File: config.mk
export PLATFORM = sky130hd
export DESIGN_NAME = tl_a_master_flat
export DESIGN_NICKNAME = d
export VERILOG_FILES = /design/src/rtl/tl_a_if.sv /design/src/rtl/tl_a_master.sv /design/src/flat_wrapper.sv
export SDC_FILE = /design/constraint.sdc
export NUM_CORES = 1
export LEC_CHECK = 0
export CAP_MARGIN = 10
export CORE_ASPECT_RATIO = 0.5
export CORE_MARGIN = 5
export CORE_UTILIZATION = 33
export DETAILED_ROUTE_END_ITERATION = 6
export PLACE_DENSITY_LB_ADDON = 0.25
export RECOVER_POWER = 100
export SLEW_MARGIN = 15
export SYNTH_ARGS = -nofsm -noshare
export SYNTH_HDL_FRONTEND = slang
export SYNTH_SLANG_ARGS = --single-unit
File: constraint.sdc
create_clock -name clk -period 3.2 [get_ports clk]
set_input_delay 0.64 -clock clk [delete_from_list [all_inputs] [get_ports clk]]
set_output_delay 0.64 -clock clk [all_outputs]
set_load 0.01 [all_outputs]
File: src/rtl/tl_a_if.sv
// A-channel master bundle: command FIFO, write-data FIFO, A channel and status.
interface tl_a_if;
    logic         i_req_valid;
    logic [36:0]  i_req;
    logic         o_req_pop;
    logic [63:0]  i_wdata;
    logic         i_wdata_empty;
    logic         o_wdata_pop;
    logic         m_a_valid;
    logic         m_a_ready;
    logic [100:0] o_header;
    logic         o_busy;
    logic         o_err;

    modport master (
        input  i_req_valid, i_req, i_wdata, i_wdata_empty, m_a_ready,
        output o_req_pop, o_wdata_pop, m_a_valid, o_header, o_busy, o_err
    );

    modport slave (
        output i_req_valid, i_req, i_wdata, i_wdata_empty, m_a_ready,
        input  o_req_pop, o_wdata_pop, m_a_valid, o_header, o_busy, o_err
    );
endinterface

File: src/rtl/tl_a_master.sv
// TileLink A-channel master: pops commands, issues PutFullData bursts
// streamed from a write-data FIFO, or single-beat Get requests.
module tl_a_master #(
    parameter int unsigned BAND_WIDTH = 3,
    parameter int unsigned MAX_SIZE   = 6
) (
    input logic     clk,
    input logic     rst,
    tl_a_if.master  bus
);
    localparam int unsigned OP_W   = 3;
    localparam int unsigned SIZE_W = 3;
    localparam int unsigned MARK_W = 4;
    localparam int unsigned ADDR_W = 27;
    localparam int unsigned DATA_W = 64;
    localparam int unsigned BEAT_W = 4;

    localparam logic [OP_W-1:0] OP_PUT = 3'd0;
    localparam logic [OP_W-1:0] OP_GET = 3'd4;

    typedef enum logic [1:0] {
        IDLE = 2'd0,
        PUT  = 2'd1,
        GET  = 2'd2
    } state_t;

    state_t              state_q, state_d;
    logic [SIZE_W-1:0]   size_q;
    logic [MARK_W-1:0]   mark_q;
    logic [ADDR_W-1:0]   addr_q;
    logic [BEAT_W-1:0]   beat_q, beat_d;
    logic                err_q, err_d;
    logic                capture;

    logic                req_pop, wdata_pop, a_valid;
    logic [100:0]        header;

    logic [OP_W-1:0]     req_op;
    logic [SIZE_W-1:0]   req_size;
    logic                size_ok;
    logic [BEAT_W:0]     beats;
    logic [BEAT_W-1:0]   last_beat;

    assign req_op   = bus.i_req[36:34];
    assign req_size = bus.i_req[33:31];
    assign size_ok  = 32'(req_size) <= MAX_SIZE;

    // Burst length from the captured size; sub-beat sizes still take one beat.
    always_comb begin
        beats = 5'd1;
        if (32'(size_q) >= BAND_WIDTH)
            beats = 5'(5'd1 << (32'(size_q) - BAND_WIDTH));
        last_beat = 4'(beats - 5'd1);
    end

    always_ff @(posedge clk or posedge rst) begin
        if (rst) begin
            state_q <= IDLE;
            size_q  <= '0;
            mark_q  <= '0;
            addr_q  <= '0;
            beat_q  <= '0;
            err_q   <= 1'b0;
        end else begin
            state_q <= state_d;
            beat_q  <= beat_d;
            err_q   <= err_d;
            if (capture) begin
                size_q <= req_size;
                mark_q <= bus.i_req[30:27];
                addr_q <= bus.i_req[26:0];
            end
        end
    end

    always_comb begin
        state_d   = state_q;
        beat_d    = beat_q;
        err_d     = 1'b0;
        capture   = 1'b0;
        req_pop   = 1'b0;
        wdata_pop = 1'b0;
        a_valid   = 1'b0;
        header    = '0;
        case (state_q)
            IDLE: begin
                // Gate on rst so no pop leaks out while reset is held.
                if (bus.i_req_valid && !rst) begin
                    req_pop = 1'b1;
                    capture = 1'b1;
                    beat_d  = '0;
                    if (req_op == OP_PUT && size_ok)
                        state_d = PUT;
                    else if (req_op == OP_GET && size_ok)
                        state_d = GET;
                    else
                        err_d = 1'b1;
                end
            end
            PUT: begin
                a_valid = !bus.i_wdata_empty;
                if (a_valid) begin
                    header = {OP_PUT, size_q, mark_q, addr_q, bus.i_wdata};
                    if (bus.m_a_ready) begin
                        wdata_pop = 1'b1;
                        beat_d    = beat_q + 4'd1;
                        if (beat_q == last_beat)
                            state_d = IDLE;
                    end
                end
            end
            GET: begin
                a_valid = 1'b1;
                header  = {OP_GET, size_q, mark_q, addr_q, DATA_W'(0)};
                if (bus.m_a_ready)
                    state_d = IDLE;
            end
            default: state_d = IDLE;
        endcase
    end

    assign bus.o_req_pop   = req_pop;
    assign bus.o_wdata_pop = wdata_pop;
    assign bus.m_a_valid   = a_valid;
    assign bus.o_header    = header;
    assign bus.o_busy      = state_q != IDLE;
    assign bus.o_err       = err_q;

endmodule

File: src/flat_wrapper.sv
// flat-port wrapper written by rule: the top's interface ports become plain ports
module tl_a_master_flat 
#(
    parameter int unsigned BAND_WIDTH = 3,
    parameter int unsigned MAX_SIZE   = 6
)
  (clk, rst, bus_i_req_valid, bus_i_req, bus_i_wdata, bus_i_wdata_empty, bus_m_a_ready, bus_o_req_pop, bus_o_wdata_pop, bus_m_a_valid, bus_o_header, bus_o_busy, bus_o_err);
  tl_a_if bus_i ();
  input logic clk;
  input logic rst;
  input wire logic [$bits(bus_i.i_req_valid)-1:0] bus_i_req_valid;
  input wire logic [$bits(bus_i.i_req)-1:0] bus_i_req;
  input wire logic [$bits(bus_i.i_wdata)-1:0] bus_i_wdata;
  input wire logic [$bits(bus_i.i_wdata_empty)-1:0] bus_i_wdata_empty;
  input wire logic [$bits(bus_i.m_a_ready)-1:0] bus_m_a_ready;
  output wire logic [$bits(bus_i.o_req_pop)-1:0] bus_o_req_pop;
  output wire logic [$bits(bus_i.o_wdata_pop)-1:0] bus_o_wdata_pop;
  output wire logic [$bits(bus_i.m_a_valid)-1:0] bus_m_a_valid;
  output wire logic [$bits(bus_i.o_header)-1:0] bus_o_header;
  output wire logic [$bits(bus_i.o_busy)-1:0] bus_o_busy;
  output wire logic [$bits(bus_i.o_err)-1:0] bus_o_err;
  assign bus_i.i_req_valid = bus_i_req_valid;
  assign bus_i.i_req = bus_i_req;
  assign bus_i.i_wdata = bus_i_wdata;
  assign bus_i.i_wdata_empty = bus_i_wdata_empty;
  assign bus_i.m_a_ready = bus_m_a_ready;
  assign bus_o_req_pop = bus_i.o_req_pop;
  assign bus_o_wdata_pop = bus_i.o_wdata_pop;
  assign bus_m_a_valid = bus_i.m_a_valid;
  assign bus_o_header = bus_i.o_header;
  assign bus_o_busy = bus_i.o_busy;
  assign bus_o_err = bus_i.o_err;
  tl_a_master #(.BAND_WIDTH(BAND_WIDTH), .MAX_SIZE(MAX_SIZE)) u_core (.clk(clk), .rst(rst), .bus(bus_i));
endmodule
# --- After elaboration in Yosys (flattened, before gate mapping) ---
# Cells that the tools add are included.
totals:
  reg_bits: 41
  inputBits: 106
  out_inout_bits: 106
  elab_cells: 58
op_classes:
  n_addsub: 3
  n_lt_le_gt_ge: 2
  eq_ne: 10
  shifts: 1
  mux: 25
  reduce_logical: 11
ops:
  columns: ["cell", "count"]
  rows:
  - ["$pmux W101 S2", 1]
  - ["$mux W98", 1]
  - ["$shl A1 B32 Y4 const A", 1]
  - ["$mux W4", 4]
  - ["$mux W2", 7]
  - ["$mux W1", 9]
  - ["$pmux W4 S2", 1]
  - ["$ne A2 B2 Y1 const B", 3]
  - ["$pmux W2 S3", 1]
  - ["$reduce_and A6 Y1", 1]
  - ["$add A4 B1 Y4 const B", 1]
  - ["$eq A4 B4 Y1", 1]
  - ["$ne A2 B1 Y1 const B", 2]
  - ["$reduce_and A4 Y1", 1]
  - ["$reduce_bool A2 Y1", 2]
  - ["$sub A3 B2 Y4 const B", 1]
  - ["$sub A4 B1 Y4 const B", 1]
  - ["$eq A3 B3 Y1 const B", 1]
  - ["$ge A3 B2 Y1 const B", 1]
  - ["$le A3 B3 Y1 const B", 1]
  - ["$logic_and A1 B1 Y1", 3]
  - ["$logic_not A3 Y1", 1]
  - ["$ne A3 B1 Y1 const B", 1]
  - ["$eq A2 B1 Y1 const B", 1]
  - ["other kinds (4)", 5]

# --- Depth between registers and ports, before layout ---
# Gate-level depths: netlist (run 1).
depth:
  word_depth: 9
  mapped_depth: 9
  mapped_depth_nobuf: 9

# --- Worst setup path before layout (run 1) ---
# Ideal clock, no wire load.
synth_timing:
  kind: "input -> output"
  start: "input port rst"
  end: "output port bus_o_req_pop"
  arrival_ns: 2.411
  required_ns: 2.560
  path_slack_ns: 0.149
  stages: 5
  path_buffers: 2
  path_cell_list: "inv_1 nand3_1 clkbuf_1 inv_1 clkbuf_1"
synth_via:
  elab_chain_cells: 4
synth_lines:
  columns: ["element", "line", "rtl"]
  rows:
  - ["from (decl)", "flat_wrapper.sv:10", "input logic rst;"]
  - ["$logic_not A1 Y1 (no line)", null, null]
  - ["$logic_and A1 B1 Y1", "tl_a_master.sv:88", "if (bus.i_req_valid && !rst) begin"]
  - ["$mux W1", "tl_a_master.sv:88", null]
  - ["$mux W1", "tl_a_master.sv:85", "case (state_q)"]
  - ["to (decl)", "flat_wrapper.sv:16", "output wire logic [$bits(bus_i.o_req_pop)-1:0] bus_o_req_pop;"]
# No other way between the ends.

# --- Worst setup path after layout (run 1) ---
layout_timing:
  start: "input port bus_i_wdata_empty"
  end: "output port bus_o_header[59]"
layout_via:
  elab_chain_cells: 2
layout_lines:
  columns: ["element", "line", "rtl"]
  rows:
  - ["from (decl)", "flat_wrapper.sv:14", "input wire logic [$bits(bus_i.i_wdata_empty)-1:0] bus_i_wdata_empty;"]
  - ["$mux W98", "tl_a_master.sv:102", "if (a_valid) begin"]
  - ["$pmux W101 S2", "tl_a_master.sv:85", null]
  - ["to (decl)", "flat_wrapper.sv:19", "output wire logic [$bits(bus_i.o_header)-1:0] bus_o_header;"]
# No other way between the ends.

==> metrics.yaml, run 1 <==
outcome:
  status: "completed"
worst_setup_path:
  path_class: "in -> out"
  arrival_ns: 2.43
  timing.rr.start: "u_core.size_q[1]"
  critPathSlowestCell: "dlygate4sd3_1"
  cp-end-kind: "primary output"
  startpoint: "bus_i_wdata_empty"
  crit_buf_inv: 3
  worst_setup_path_start_kind: "input pin"
  cp_cell_sequence: "clkdlybuf4s50_1, nor2b_4, buf_6, and3_1, dlygate4sd3_1"
  critical-path-top-delay-family: "buffers and inverters"
  crit_path_max_incr_delay_ns: 0.62
  cp.required_ns: 2.56
  path_max_fanout: 65
  cp.depth: 5
  ff2ff_path_depth: 9
timing:
  min_period_ns: 3.07
  fin_skew_ns: 0.00276
  slew_headroom: 0.100
  tns_ns: 0
  worst_pin_slew_ns: 1.35
  grt_setup_unrepaired: "no"
  clock.fmax_ghz: 0.326
  post-route-period-util: 0.958
  setup_viol: 0
  slew_viol_final: 0
  hold_viol_final: 0
yosys:
  synth_cells: 320
  ys.warnings.count: 0
  netlist_top_cells_area: "dfrtp_1 (41%), and3_1 (16%), nand2_1 (15%)"
  synth_common_cells: "nand2_1 (98), and3_1 (63), dfrtp_1 (41)"
  ys_seq_area_frac: 0.406
  synth.avg_cell_area_um2: 7.89
  yosysTopAreaCell: "dfrtp_1"
  synth_async_sr_flop_share: 1.00
  synth_ff_type: "dfrtp_1"
  synth_top_cell_area_share: 0.406
  synth_edf_count: 0
  synth_cell_types: 34
  synth_seq_cells: 41
  syn_area_um2: 2520
  yosysMostFrequentCell: "nand2_1"
layout:
  regArea_um2: 1030
  postLayoutCellArea_um2: 4850
  fin_cells: 614
  num-fill-cells: 639
  utilization: 0.658
  syn_to_final_growth_pct: 92.1
  multi_input_area_um2: 1370
  antenna_cells: 0
  drive_gt1_frac: 0.0463
  nets: 629
detailed_routing:
  drc: 0
  vias: 2775
  drt-initial-drc-count: 115
  routedWlPerCell_um: 15.7
  dr.pass1.iters: 4
  detail-route-antenna-nets: 0
  viasPerCell: 4.52
  drt-total-wl_um: 9620
floorplanning:
  core_um2: 7380
  start_util: 0.342
  die_x_um: 134
  io-pin-count: 212
  die-area_um2: 9610
  rows: 22
  dieHeight_um: 71.9
power:
  power.leakage_nw: 2.58
  powerDensity_nw_per_um2: 596
  p_int_w: 0.00179
  switchingPower_w: 0.00110
  p_seq_frac: 0.308
  ir_drop_mv: 0.353
  p_sw_frac: 0.380
  p_clk_frac: 0.170
  pwr-share-comb: 0.522
clocking:
  clkTransAtPathRegs_ns: 0.06
  cts_tree: "yes"
  cts_htree_levels: 2
  cts_root_buf: "clkbuf_16"
  cts_max_path_buffers: 2
  cts_setup_buffers: 0
  hold_buffers: 0
  clk_latency_ns: 0.28
  cts_buffers: 5
  clock_sinks: 41
placement:
  finalWeightedCongestion: 0.765
  dp_cells: 606
  io_buffer_count: 209
  dpl_cell_area_um2: 4720
  hpwl_um: 7470
global_route:
  grt_pass1_vias: 2697
  grt_pass1_wl_um: 14700
  grt_max_degree: 66
  antenna_found_initial: 0
  track_usage: 0.190
  overflow: 0
hold_path:
  hp-class: "reg -> reg"
  min_from: "u_core.addr_q[7]"
  min_path_cells: 2
flow_run:
  maxCapViolCount: 0
==> flip-flops by register name, summed over array words and instances (netlist names) <==
signal,cells
u_core.mark_q,4
u_core.beat_q,4
u_core.addr_q,27
u_core.size_q,3
u_core.state_q,2
u_core.bus.o_err,1
==> power groups by stage <==
stage	sequential, W	combinational, W	clock, W
after floorplan	0.000858	0.000865	0
after global placement	0.000893	0.00158	0
after detailed placement	0.000904	0.00160	0
after CTS	0.000893	0.00161	0.000505
after global routing	0.000925	0.00168	0.000527
final	0.000890	0.00151	0.000490
==> stage by stage <==
stage	worst slack [ns]	hold WS, ns	total power (W)
after floorplan	0.149	0.437	0.00172
after global placement	0.228	0.448	0.00247
after detailed placement	0.203	0.454	0.00251
after CTS	0.124	0.469	0.00301
after global routing	0.0376	0.485	0.00313
final	0.133	0.464	0.00289
==> worst register-to-register path, cell delays in order, from the launching register on <==
cell,delay (ns)
dfrtp_1,0.43
ha_1,0.18
inv_1,0.04
ha_1,0.30
nand2_2,0.06
nor4_2,0.16
xor2_1,0.18
mux2_1,0.37
a2bb2oi_2,0.18
mux2_1,0.31
==> cells by family (layout without fill, tap and decap cells) <==
family          Yosys count  in the layout  share of synthesized area
flops                    41             41                      0.406
buf+inv                  37            234                     0.0580
simple gates            212            212                      0.426
fa+ha+maj                 6              6                     0.0297
mux                       7              7                     0.0302
other cells               1              2                    0.00149
xor+xnor                  4              4                     0.0139
compound gates           12             12                     0.0347
==> worst paths after layout <==
kind,to,slack [ns]
max in group asynchronous,u_core.addr_q[26],1.42
hold / removal,u_core.addr_q[7],0.46
setup reg to reg,u_core.state_q[0],0.87
min in group asynchronous,u_core.state_q[1],1.15
hold reg to reg,u_core.addr_q[7],0.46
setup / recovery,bus_o_header[59],0.13
==> timing repair <==
action | in CTS | in global routing
endpoints found under the setup margin | 0 | 7
endpoints found under the hold margin | 0 | 0
gates resized for setup | 0 | 1
==> layer usage <==
metal  up-vias  global-route usage  part of all wire
met1      1242               0.221              0.40
met4         0              0.0525             0.017
li1       1422                   -                 -
met2        93               0.355              0.52
met5         -                   0                 0
met3        18              0.0442             0.059
==> cells in the final DEF, fill, tap and decap left out, drive strengths merged, types with 3 or more instances in the layout <==
| master | instances |
|---|---|
| clkdlybuf4s50 | 136 |
| nand2 | 99 |
| dlygate4sd3 | 73 |
| and3 | 63 |
| dfrtp | 41 |
| and2 | 36 |
| inv | 10 |
| clkbuf | 7 |
| ha | 6 |
| mux2 | 5 |
| buf | 5 |
| nor2 | 4 |
| o21ai | 4 |
| xor2 | 3 |
| nor2b | 3 |
==> layout make-up <==
type	count	share of cell area
tap	96	0.0248
multi-input combinational	243	0.282
clock buffer	5	0.0258
sequential	41	0.212
timing repair buffer	216	0.444
clock inverter	3	0.00438
inverter	10	0.00774
Note: power is estimated with default switching activity, not from simulation.
==> inputs of run 2 (changes only) <==
--- a/config.mk
+++ b/config.mk
@@ -5,6 +5,7 @@
 export SDC_FILE = /design/constraint.sdc
 export NUM_CORES = 1
 export LEC_CHECK = 0
+export ABC_AREA = 1
 export CAP_MARGIN = 10
 export CORE_ASPECT_RATIO = 0.5
 export CORE_MARGIN = 5
==> metrics.yaml, run 2 <==
flow_run:
  maxCapViolCount: 0  # unchanged
clocking:
  clock_sinks: 41  # unchanged
  clkTransAtPathRegs_ns: 0.06  # about the same
  cts_max_path_buffers: 2  # unchanged
  cts_htree_levels: 2  # unchanged
  cts_buffers: 5  # unchanged
  cts_resized: 0  # unchanged
  cts_setup_buffers: 0  # unchanged
  hold_buffers: 0  # unchanged
  cts_root_buf: "clkbuf_16"  # unchanged
  clk_latency_ns: 0.28  # about the same
  cts_tree: "yes"  # unchanged
power:
  p_int_w: 0.00171  # was 0.00179 W
  ir_drop_mv: 0.256  # was 0.353 mV
  switchingPower_w: 0.000999  # was 0.00110 W
  pwr-share-comb: 0.500  # was 0.522
  power.leakage_nw: 2.41  # was 2.58 nW
  p_sw_frac: 0.369  # was 0.380
  p_total_w: 0.00271  # was 0.00289 W
  p_clk_frac: 0.189  # was 0.170
  powerDensity_nw_per_um2: 552  # was 596 nW/µm²
  p_seq_frac: 0.310  # was 0.308
timing:
  min_period_ns: 3.08  # was 3.07 ns
  slew_headroom: 0.276  # was 0.100
  fin_skew_ns: 0.00399  # was 0.00276 ns
  worst_pin_slew_ns: 1.09  # was 1.35 ns
  setup_viol: 0  # unchanged
  clock.fmax_ghz: 0.324  # was 0.326 GHz
  post-route-period-util: 0.964  # was 0.958
  timing.final.ws_setup_ns: 0.117  # was 0.133 ns
  tns_ns: 0  # unchanged
  grt_setup_unrepaired: "no"  # unchanged
  slew_viol_final: 0  # unchanged
  hold_viol_final: 0  # unchanged
yosys:
  synth_seq_cells: 41  # unchanged
  synth_top_cell_area_share: 0.397  # was 0.406
  synth.avg_cell_area_um2: 6.23  # was 7.89 µm²
  yosysMostFrequentCell: "inv_1"  # was nand2_1
  yosysTopAreaCell: "dfrtp_1"  # unchanged
  synth_edf_count: 0  # unchanged
  ys_seq_area_frac: 0.397  # was 0.406
  synth_cell_types: 20  # was 34
  netlist_top_cells_area: "dfrtp_1 (40%), inv_1 (16%), nor2_1 (16%)"  # was dfrtp_1 (41%), and3_1 (16%), nand2_1 (15%)
  syn_area_um2: 2580  # was 2520 µm²
  synth_cells: 415  # was 320
  synth_ff_type: "dfrtp_1"  # unchanged
  ys.warnings.count: 0  # unchanged
  synth_common_cells: "inv_1 (112), nor2_1 (111), nand2_1 (64)"  # was nand2_1 (98), and3_1 (63), dfrtp_1 (41)
  synth_async_sr_flop_share: 1.00  # unchanged
detailed_routing:
  vias: 2995  # was 2775
  drc: 0  # unchanged
  detail-route-antenna-nets: 0  # unchanged
  routedWlPerCell_um: 12.8  # was 15.7 µm
  drt-total-wl_um: 9290  # was 9620 µm
  drt-initial-drc-count: 104  # was 115
  dr.pass1.iters: 4  # unchanged
  viasPerCell: 4.13  # was 4.52
layout:
  regArea_um2: 1030  # unchanged
  top_regs: "u_core.addr_q: 27 flops, u_core.beat_q: 4 flops, u_core.mark_q: 4 flops"  # unchanged
  multi_input_area_um2: 1040  # was 1370 µm²
  nets: 729  # was 629
  largest_register: "u_core.addr_q"  # unchanged
  num-fill-cells: 648  # was 639
  final_cell_mix: "clkdlybuf4s50_1 (200), inv_1 (113), nor2_1 (111)"  # was clkdlybuf4s50_1 (136), nand2_1 (98), dlygate4sd3_1 (73)
  largest_register_ff_count: 27  # unchanged
  syn_to_final_growth_pct: 89.8  # was 92.1%
  antenna_cells: 0  # unchanged
  drive_gt1_frac: 0.0243  # was 0.0463
  final_common_cell: "clkdlybuf4s50_1"  # unchanged
global_route:
  track_usage: 0.183  # was 0.190
  grt_pass1_vias: 2939  # was 2697
  grt_pass1_wl_um: 14200  # was 14700 µm
  grt_max_degree: 69  # was 66
  antenna_found_initial: 0  # unchanged
  overflow: 0  # unchanged
placement:
  io_buffer_count: 209  # unchanged
  pre_cts_ws_ns: 0.140  # was 0.203 ns
  finalWeightedCongestion: 0.834  # was 0.765
  hpwl_um: 7700  # was 7470 µm
hold_path:
  holdPathEnd: "u_core.state_q[0]"  # was u_core.addr_q[7]
  min_path_cells: 2  # unchanged
  min_from: "u_core.state_q[0]"  # was u_core.addr_q[7]
  hp-class: "reg -> reg"  # unchanged
worst_setup_path:
  path_class: "in -> out"  # unchanged
  cp.required_ns: 2.56  # about the same
  path_max_fanout: 34  # was 65
  cp-end-kind: "primary output"  # unchanged
  reg2reg_slack_ns: 1.00  # was 0.87 ns
  arrival_ns: 2.44  # was 2.43 ns
  ff2ff_path_depth: 6  # was 9
  worst_setup_path_start_kind: "input pin"  # unchanged
  reg2reg_to: "u_core.addr_q[22]"  # was u_core.state_q[0]
  timing.rr.start: "u_core.state_q[1]"  # was u_core.size_q[1]
floorplanning:
  dieHeight_um: 72.6  # was 71.9 µm
  core_um2: 7460  # was 7380 µm²
  die-area_um2: 9810  # was 9610 µm²
  io-pin-count: 212  # unchanged
  rows: 22  # unchanged
  start_util: 0.347  # was 0.342
  die_x_um: 135  # was 134 µm
outcome:
  status: "completed"  # unchanged
run 2: logic make-up (layout without fill, tap and decap cells):
logic type / after synthesis / in the layout / share of synthesized area
compound gates: 45 / 45 / 0.0886
xor+xnor: 1 / 1 / 0.00339
fa+ha+maj: 6 / 6 / 0.0290
buf+inv: 134 / 336 / 0.201
flops: 41 / 41 / 0.397
other cells: 1 / 2 / 0.00145
simple gates: 187 / 187 / 0.280
run 2: per-layer routing:
| layer | routed length, µm | GRT usage | up-vias |
|---|---|---|---|
| li1 | - | - | 1576 |
| met1 | 3450 | 0.190 | 1322 |
| met2 | 4750 | 0.336 | 88 |
| met3 | 983 | 0.0854 | 9 |
| met4 | 107 | 0.0480 | 0 |
| met5 | 0 | 0 | - |
run 2: worst max-delay path, stage by stage:
cell,delay [ns]
clkdlybuf4s50_1,0.47
inv_1,0.08
nand3_2,0.07
nand2_1,0.07
inv_2,0.42
nor2_1,0.07
dlygate4sd3_1,0.62
run 2: layout make-up:
class	count	share of cell area
clock buffer	7	0.0311
inverter	116	0.0887
sequential	41	0.209
multi-input combinational	241	0.213
tap	108	0.0275
timing repair buffer	212	0.430
clock inverter	1	0.00102
run 2: worst max-delay path by stage:
stage | from | end | slack (ns)
CTS | bus_i_wdata_empty | bus_o_header[21] | 0.14
detailed placement | bus_i_wdata_empty | bus_o_header[21] | 0.14
finish | bus_i_wdata_empty | bus_o_header[72] | 0.12
floorplan | rst | bus_o_req_pop | 0.22
global placement | bus_i_wdata_empty | bus_o_header[21] | 0.13
global route | bus_i_wdata_empty | bus_o_header[72] | 0.02
run 2: power groups by stage:
stage               Clock (W)  Combinational (W)  Sequential [W]
CTS                  0.000525            0.00139        0.000839
global route         0.000549            0.00152        0.000868
global placement            0            0.00136        0.000837
detailed placement          0            0.00138        0.000846
finish               0.000513            0.00136        0.000840
floorplan                   0           0.000764        0.000823
run 2: stage by stage:
stage	hold slack (ns)	util	std cells	area, µm²
4_1_cts	0.511	0.659	726	4910
3_5_place_dp	0.496	0.637	718	4750
2_1_floorplan	0.467	-	416	2590
5_1_grt	0.541	0.658	726	4910
3_3_place_gp	0.498	0.637	718	4750
6_report	0.502	0.658	726	4910
